### config.mk
export PLATFORM = sky130hd
export DESIGN_NAME = instr_fetch_unit
export DESIGN_NICKNAME = d
export VERILOG_FILES = /design/src/rtl/instr_fetch_unit.sv
export SDC_FILE = /design/constraint.sdc
export NUM_CORES = 1
export LEC_CHECK = 0
export BUFFER_PORTS_ARGS = -buffer_cell sky130_fd_sc_hd__buf_2
export CAP_MARGIN = 20
export CELL_PAD_IN_SITES_DETAIL_PLACEMENT = 1
export CELL_PAD_IN_SITES_GLOBAL_PLACEMENT = 1
export CORE_ASPECT_RATIO = 0.7
export CORE_MARGIN = 2
export CORE_UTILIZATION = 41
export DETAILED_ROUTE_END_ITERATION = 10
export PLACE_DENSITY = 0.83
export SLEW_MARGIN = 25
export SYNTH_ARGS = -nofsm -noshare
export SYNTH_HDL_FRONTEND = slang
export SYNTH_SLANG_ARGS = --single-unit
### constraint.sdc
create_clock -name clk -period 5.45 [get_ports clk]
set_clock_uncertainty 0.15 [all_clocks]
set_input_delay 0.545 -clock clk [delete_from_list [all_inputs] [get_ports clk]]
set_output_delay 0.545 -clock clk [all_outputs]
set_load 0.05 [all_outputs]
### src/rtl/instr_fetch_unit.sv
`default_nettype none
// ============================================================================
// Module      : instr_fetch_unit
// Description : Fetch/decode stage ahead of the global control FSM. Holds the
//               program counter and instruction register, and splits the held
//               instruction word into opcode, register, immediate and
//               instruction-class fields.
// Revision    : 1.0 - initial release
// ----------------------------------------------------------------------------
// Ports
//   clk            in   system clock, all state updates on posedge
//   reset          in   asynchronous active-low reset
//   pc_en          in   advance PC this cycle
//   pc_mux_en      in   1: PC += sext(IR[7:0]); 0: PC += 1
//   IR_enable      in   capture mem_data_in into IR this cycle
//   mem_data_in    in   instruction word read at pc_out
//   pc_out         out  current PC (program memory address)
//   opcode_out     out  {IR[15:12], IR[7:4]}
//   rdst_out       out  {1'b0, IR[11:8]}
//   rsrc_out       out  {1'b0, IR[3:0]}
//   immediate_out  out  IR[7:0]
//   flag_type_out  out  instruction class
//   instr_valid    out  IR holds a fetched word
//   illegal        out  held word decodes to an unknown class
// ============================================================================
module instr_fetch_unit #(
  parameter int                ADDR_W   = 16,
  parameter logic [ADDR_W-1:0] RESET_PC = '0
) (
  input  logic              clk,
  input  logic              reset,
  input  logic              pc_en,
  input  logic              pc_mux_en,
  input  logic              IR_enable,
  input  logic [15:0]       mem_data_in,
  output logic [ADDR_W-1:0] pc_out,
  output logic [7:0]        opcode_out,
  output logic [4:0]        rdst_out,
  output logic [4:0]        rsrc_out,
  output logic [7:0]        immediate_out,
  output logic [3:0]        flag_type_out,
  output logic              instr_valid,
  output logic              illegal
);

  localparam logic [3:0] C_CLS_NONE   = 4'b0000;
  localparam logic [3:0] C_CLS_RTYPE  = 4'b0001;
  localparam logic [3:0] C_CLS_IMM    = 4'b0010;
  localparam logic [3:0] C_CLS_BRANCH = 4'b0011;
  localparam logic [3:0] C_CLS_LOAD   = 4'b0100;
  localparam logic [3:0] C_CLS_STORE  = 4'b0101;
  localparam logic [3:0] C_CLS_JUMP   = 4'b0110;

  logic [ADDR_W-1:0] pc_q, pc_d;
  logic [15:0]       ir_q, ir_d;
  logic              valid_q, valid_d;

  logic [ADDR_W-1:0] w_disp;
  logic [3:0]        w_op_hi;
  logic [3:0]        w_ext;
  logic [3:0]        w_class;
  logic              w_unknown;

  // Displacement always comes from the IR value held before this edge, so a
  // simultaneous fetch never affects the branch target being computed.
  assign w_disp = {{(ADDR_W-8){ir_q[7]}}, ir_q[7:0]};

  always_comb begin
    pc_d    = pc_q;
    ir_d    = ir_q;
    valid_d = valid_q;
    if (pc_en) begin
      pc_d = pc_mux_en ? (pc_q + w_disp) : (pc_q + {{(ADDR_W-1){1'b0}}, 1'b1});
    end
    if (IR_enable) begin
      ir_d    = mem_data_in;
      valid_d = 1'b1;
    end
  end

  always_ff @(posedge clk or negedge reset) begin
    if (!reset) begin
      pc_q    <= RESET_PC;
      ir_q    <= 16'h0000;
      valid_q <= 1'b0;
    end else begin
      pc_q    <= pc_d;
      ir_q    <= ir_d;
      valid_q <= valid_d;
    end
  end

  assign w_op_hi = ir_q[15:12];
  assign w_ext   = ir_q[7:4];

  always_comb begin
    w_class   = C_CLS_NONE;
    w_unknown = 1'b0;
    unique case (w_op_hi)
      4'b0000: w_class = C_CLS_RTYPE;
      4'b0100: begin
        unique case (w_ext)
          4'b0000: w_class = C_CLS_LOAD;
          4'b0100: w_class = C_CLS_STORE;
          4'b1100: w_class = C_CLS_JUMP;
          default: w_unknown = 1'b1;
        endcase
      end
      4'b1100: w_class = C_CLS_BRANCH;
      4'b0001, 4'b0101, 4'b1001,
      4'b1011, 4'b1101, 4'b0011: w_class = C_CLS_IMM;
      default: w_unknown = 1'b1;
    endcase
  end

  // Every decoded field reads as zero until the first word has been fetched.
  assign pc_out        = pc_q;
  assign instr_valid   = valid_q;
  assign opcode_out    = valid_q ? {w_op_hi, w_ext}    : 8'h00;
  assign rdst_out      = valid_q ? {1'b0, ir_q[11:8]}  : 5'd0;
  assign rsrc_out      = valid_q ? {1'b0, ir_q[3:0]}   : 5'd0;
  assign immediate_out = valid_q ? ir_q[7:0]           : 8'h00;
  assign flag_type_out = valid_q ? w_class             : C_CLS_NONE;
  assign illegal       = valid_q & w_unknown;

endmodule
`default_nettype wire

==> flow_metrics.env, run 1 <==
export IMPL_cpPeakStageDelay_ns=0.55
export IMPL_viasPerCell=5.267
export IMPL_num_rows=21
export IMPL_cts_tree="built"
export IMPL_port_buffers=65
export IMPL_die_area_um2=5789
export IMPL_crit_path_end_kind="primary output"
export IMPL_stdcell_area_um2=2556
export IMPL_drtAntennaViolNets=0
export IMPL_place_inst=329
export IMPL_overflow=0
export IMPL_reg2reg_depth=8
export IMPL_synth_avg_cell_area_um2=10.13
export IMPL_cts_resized=0
export IMPL_ios=69
export IMPL_post_route_drc_count=0
export IMPL_dp_hpwl_um=4105
export IMPL_htreeDepth=2
export IMPL_ys_warn_count=0
export IMPL_fillers=577
export IMPL_drtPass1Iterations=4
export IMPL_die_w_um=90.09
export IMPL_crit_chain="or4_1 > nor3_2 > a31oi_1 > nor2_1 > buf_2"
export IMPL_outcome="completed"
export IMPL_clock_latency_ns=0.30
export IMPL_r2r_setup_slack_ns=2.75
export IMPL_cts_buffers=5
export IMPL_path_buf_inv=1
export IMPL_synth_edf_count=0
export IMPL_synth_seq_area_share_pct=38.82
export IMPL_timing_final_crit_share_pct=49.89
export IMPL_postSynthCellCount=210
export IMPL_worstMarginPinSlew_ns=0.7386
export IMPL_via_count=1775
export IMPL_cp_max_fo=8
export IMPL_clk_pin_slew_worst_paths_ns=0.07
export IMPL_synth_cell_type_count=47
export IMPL_start_kind="flop"
export IMPL_place_congestion=0.8569
export IMPL_synth_ff_type="dfrtp_1"
export IMPL_drt_first_iter_violations=59
export IMPL_slew_violations=0
export IMPL_critPathTopFamily="simple AND/OR/NAND/NOR gates"
export IMPL_syn_area_um2=2127
export IMPL_wl_per_cell_um=16.04
export IMPL_wl_um=5404
export IMPL_antenna_found_initial=0
export IMPL_irDropWorstVdd_v=0.0002845
export IMPL_crit_slowest_cell="or4_1"
export IMPL_ys_async_sr_fraction_pct=100.0
export IMPL_grt_first_pass_wirelength_um=9039
export IMPL_track_usage_pct=19.95
export IMPL_stdcell_count=337
export IMPL_r2r_end="pc_out[12]$_DFFE_PN0P_"
export IMPL_grt_pass1_vias=1783
export IMPL_hold_class="in2async"
export IMPL_crit_arrival_ns=2.02
export IMPL_cellLeakagePower_nw=1.241
export IMPL_layout_drive_gt1_share_pct=37.31
export IMPL_die_y_um=64.26
export IMPL_core_um2=4887
export IMPL_finalHoldViolations=0
export IMPL_layout_min_cycle_time_ns=2.719
export IMPL_clkSinkCount=33
export IMPL_cts_root_buf="clkbuf_8"
export IMPL_fin_nets=296
export IMPL_antenna_cells=0
export IMPL_dpl_instance_area_um2=2440
export IMPL_fmax_mhz=367.7
export IMPL_cts_path_max_buffers=2
export IMPL_worstReg2RegStart="ir_q[0]$_DFFE_PN0P_"
export IMPL_grt_max_degree=34
export IMPL_setup_viol=0
export IMPL_hold_buffers=0
export IMPL_crit_type="reg2out"
export IMPL_worstPathRequired_ns=4.76
export IMPL_relSlewSlack_pct=50.76
export IMPL_drv_cap=0
export IMPL_finalSetupTns_ns=0
export IMPL_start_util_pct=43.52
export IMPL_areaGrowthSynthToFinish_pct=20.18
export IMPL_rsz0062_at_grt="false"
export IMPL_power_density_nw_per_um2=551.7
export IMPL_synth_seq_cells=33
export IMPL_postCtsSetupBuffers=0
==> routing by layer <==
layer	global-route usage [%]	routed length (µm)	vias up
li1	-	-	842
met1	28.25	2704	868
met2	29.89	2302	57
met3	4.835	325	8
met4	6.923	72	0
met5	0	0	-
==> synthesized netlist by cell type (5+ instances only) <==
| cell type | n | area share [%] |
|---|---|---|
| nand2_1 | 12 | 2.1 |
| ha_1 | 7 | 4.1 |
| buf_4 | 11 | 3.9 |
| xor2_1 | 6 | 2.5 |
| mux2i_1 | 8 | 3.8 |
| nor2_1 | 10 | 1.8 |
| mux2_2 | 18 | 9.5 |
| o21ai_0 | 8 | 1.9 |
| clkbuf_1 | 5 | 0.88 |
| xnor2_1 | 6 | 2.5 |
| and3_1 | 5 | 1.5 |
| and2_1 | 24 | 7.1 |
| a21oi_1 | 6 | 1.4 |
| dfrtp_1 | 33 | 39 |
==> worst max-delay path by stage <==
stage | start | end | depth (start not counted)
4_1_cts | ir_q[13]$_DFFE_PN0P_ | flag_type_out[0] | 5
3_5_place_dp | pc_mux_en | pc_out[12]$_DFFE_PN0P_ | 9
3_3_place_gp | pc_mux_en | pc_out[10]$_DFFE_PN0P_ | 9
2_1_floorplan | pc_mux_en | pc_out[10]$_DFFE_PN0P_ | 9
5_1_grt | ir_q[0]$_DFFE_PN0P_ | pc_out[12]$_DFFE_PN0P_ | 8
6_report | ir_q[13]$_DFFE_PN0P_ | flag_type_out[0] | 5
==> worst reg2reg max path: cells and delay by family (launching register included) <==
family | cells | cell delay, ns
AO/OA/AOI/OAI | 2 | 0.72
XOR/XNOR | 1 | 0.16
adder cells (fa/ha/maj) | 2 | 0.66
flip-flops | 1 | 0.39
multiplexers | 1 | 0.29
AND/OR/NAND/NOR | 2 | 0.26
==> stage by stage <==
stage,setup slack (ns),total power [mW],hold WS [ns],util (%)
after floorplan,2.649,0.9874,0.09941,-
after global placement,2.565,1.146,0.3306,49.92
after detailed placement,2.476,1.163,0.3397,49.92
after CTS,2.720,1.416,0.1900,52.30
after global routing,2.518,1.496,0.2140,52.30
final,2.731,1.410,0.1641,52.30
==> final cells by class <==
class                           instances  area (µm²)  area share, %
Inverter                                4       15.01         0.5874
Clock buffer                            7       86.33          3.377
Tap cell                               69       86.33          3.377
Timing Repair Buffer                   65       325.3          12.73
Clock inverter                          1       30.03          1.175
Sequential cell                        33       825.8          32.31
Multi-Input combinational cell        158        1187          46.45
==> placed cells by master, fill, tap and decap left out, drive strengths merged, types with 5 or more instances in the layout <==
cell	instances
mux2	18
clkbuf	7
xnor2	6
and2	24
xor2	6
ha	7
a21oi	6
nor2	10
mux2i	8
and3	5
dfrtp	33
nand2	12
o21ai	11
buf	65
==> cells by family (layout without fill, tap and decap cells) <==
| family | after synthesis | after routing | share of synthesized area, % |
|---|---|---|---|
| compound gates | 36 | 36 | 11.94 |
| xor+xnor | 12 | 12 | 4.941 |
| fa+ha+maj | 8 | 8 | 5.059 |
| buf+inv | 21 | 77 | 5.706 |
| flops | 33 | 33 | 38.82 |
| mux | 26 | 26 | 13.29 |
| other cells | 1 | 3 | 0.1763 |
| simple gates | 73 | 73 | 20.06 |
==> flip-flops by register name, indices dropped and copies added (netlist names) <==
| signal | cells |
|---|---|
| pc_out | 16 |
| instr_valid | 1 |
| ir_q | 16 |
==> where the power goes <==
part	internal (mW)	switching [mW]
Sequential	0.317	0.0988
Clock	0.149	0.0959
Combinational	0.234	0.516
Note: power is estimated with default switching activity, not from simulation.
==> inputs of run 2 (changes only) <==
CORE_UTILIZATION = 34   (was 41)
PLACE_DENSITY = 0.73   (was 0.83)
clock period = 2.49 ns   (was 5.45 ns; I/O delays follow)
==> run 2 against run 1 <==
Compared with the run above: via count increased by 1.6%; clock power increased by 120%; combinational power increased by 140%; sequential share of layout area decreased by 1.8 points; final cell count rose by 5.6%; critical path type is now reg2reg.
==> flow_metrics.env, run 2 (synthesis gave the netlist of run 1 again) <==
export IMPL_outcome="completed"
export IMPL_clock_latency_ns=0.29
export IMPL_relSlewSlack_pct=49.48
export IMPL_ios=69
export IMPL_dp_hpwl_um=4303
export IMPL_final_util_pct=44.20
export IMPL_die_area_um2=6915
export IMPL_mostFrequentLayoutCells="62 x buf_2, 32 x dfrtp_1, 24 x and2_1, 18 x mux2_2"
export IMPL_fillers=727
export IMPL_worstMarginPinSlew_ns=0.7578
export IMPL_cts_root_buf="clkbuf_8"
export IMPL_slew_violations=0
export IMPL_critPathTopFamily="adder cells"
export IMPL_crit_path_end_kind="flop"
export IMPL_final_common_cell="buf_2"
export IMPL_finalSetupTns_ns=0
export IMPL_fin_nets=306
export IMPL_grt_first_pass_wirelength_um=9591
export IMPL_port_buffers=65
export IMPL_crit_arrival_ns=2.53
export IMPL_path_buf_inv=1
export IMPL_rsz0062_at_grt="true"
export IMPL_cts_tree="built"
export IMPL_drtAntennaViolNets=0
export IMPL_hold_class="in2reg"
export IMPL_cp_max_fo=4
export IMPL_crit_chain="nand2b_4 > ha_4 > fa_2 > a211oi_4 > nor2_2 > o41ai_4 > buf_4 > mux2i_2 > xor2_1"
export IMPL_setup_viol=0
export IMPL_overflow=0
export IMPL_wl_um=5807
export IMPL_cellLeakagePower_nw=1.287
export IMPL_crit_slowest_cell="dfrtp_1"
export IMPL_viasPerCell=5.067
export IMPL_core_um2=6126
export IMPL_antenna_found_initial=0
export IMPL_drt_first_iter_violations=46
export IMPL_worstPathRequired_ns=2.55
export IMPL_layout_min_cycle_time_ns=2.472
export IMPL_grt_pass1_vias=1839
export IMPL_areaGrowthSynthToFinish_pct=27.29
export IMPL_cpPeakStageDelay_ns=0.41
export IMPL_wl_per_cell_um=16.31
export IMPL_fmax_mhz=404.5
export IMPL_power_density_nw_per_um2=1195
export IMPL_finalHoldViolations=0
export IMPL_place_congestion=0.7998
export IMPL_clk_pin_slew_worst_paths_ns=0.07
export IMPL_start_kind="flop"
export IMPL_die_y_um=70.18
export IMPL_antenna_cells=0
export IMPL_die_w_um=98.54
export IMPL_drv_cap=0
export IMPL_via_count=1804
export IMPL_track_usage_pct=17.63
export IMPL_final_setup_worst_slack_ns=0.01787
export IMPL_timing_final_crit_share_pct=99.28
export IMPL_htreeDepth=2
export IMPL_clkSinkCount=33
export IMPL_crit_type="reg2reg"
export IMPL_layout_drive_gt1_share_pct=42.09
export IMPL_cts_buffers=5
export IMPL_post_route_drc_count=0
export IMPL_cts_path_max_buffers=2
export IMPL_hold_slack_ns=0.03944
export IMPL_num_rows=24
export IMPL_drtPass1Iterations=4
export IMPL_power_mw=3.237
export IMPL_place_ws_ns=-0.1001
export IMPL_start_util_pct=34.72
export IMPL_grt_max_degree=34
export IMPL_irDropWorstVdd_v=0.0006137
[run 2: per-layer routing]
layer,track usage (%),vias to the layer above,share of wire (%)
met1,25.08,875,49
met2,27.44,51,45
met4,4.414,0,0.81
met5,0,-,0
met3,3.804,7,5.5
li1,-,871,-
[run 2: path summary, 6_finish.rpt]
kind | from | to | slack [ns] | cells past startpoint
hold / removal | mem_data_in[3] | ir_q[3]$_DFFE_PN0P_ | 0.04 | 2
min in group asynchronous | reset | ir_q[1]$_DFFE_PN0P_ | 0.42 | 2
hold reg to reg | ir_q[10]$_DFFE_PN0P_ | ir_q[10]$_DFFE_PN0P_ | 0.35 | 1
max in group asynchronous | reset | pc_out[0]$_DFFE_PN0P_ | 1.25 | 2
setup / recovery | ir_q[0]$_DFFE_PN0P_ | pc_out[12]$_DFFE_PN0P_ | 0.02 | 9
setup reg to reg | ir_q[0]$_DFFE_PN0P_ | pc_out[12]$_DFFE_PN0P_ | 0.02 | 9
[run 2: power by group]
part	switching [mW]	internal [mW]	leakage, nW	total (mW)
Clock	0.204	0.326	0.0585	0.530
Combinational	1.18	0.611	0.841	1.80
Sequential	0.215	0.696	0.388	0.911
Total	1.60	1.63	1.29	3.24
[run 2: timing repair]
action	in CTS	in global routing
pin swaps	4	2
endpoints found under the hold margin	33	0
gates resized for setup	5	10
setup buffers	2	1
setup endpoints to repair	4	14
hold buffers	1	0
[run 2: area by class of cell]
| class | instances | area [µm²] | area share [%] |
|---|---|---|---|
| multi-input combinational | 158 | 1241 | 45.84 |
| clock inverter | 1 | 30.03 | 1.109 |
| sequential | 33 | 827.0 | 30.55 |
| timing repair buffer | 75 | 410.4 | 15.16 |
| inverter | 4 | 15.01 | 0.5545 |
| clock buffer | 7 | 86.33 | 3.189 |
| tap | 78 | 97.59 | 3.604 |
[run 2: metrics by stage]
| step | instances | instance area [µm²] |
|---|---|---|
| 2_1_floorplan | 212 | 2141 |
| 3_3_place_gp | 344 | 2502 |
| 3_5_place_dp | 344 | 2502 |
| 4_1_cts | 355 | 2675 |
| 5_1_grt | 356 | 2708 |
| 6_report | 356 | 2708 |
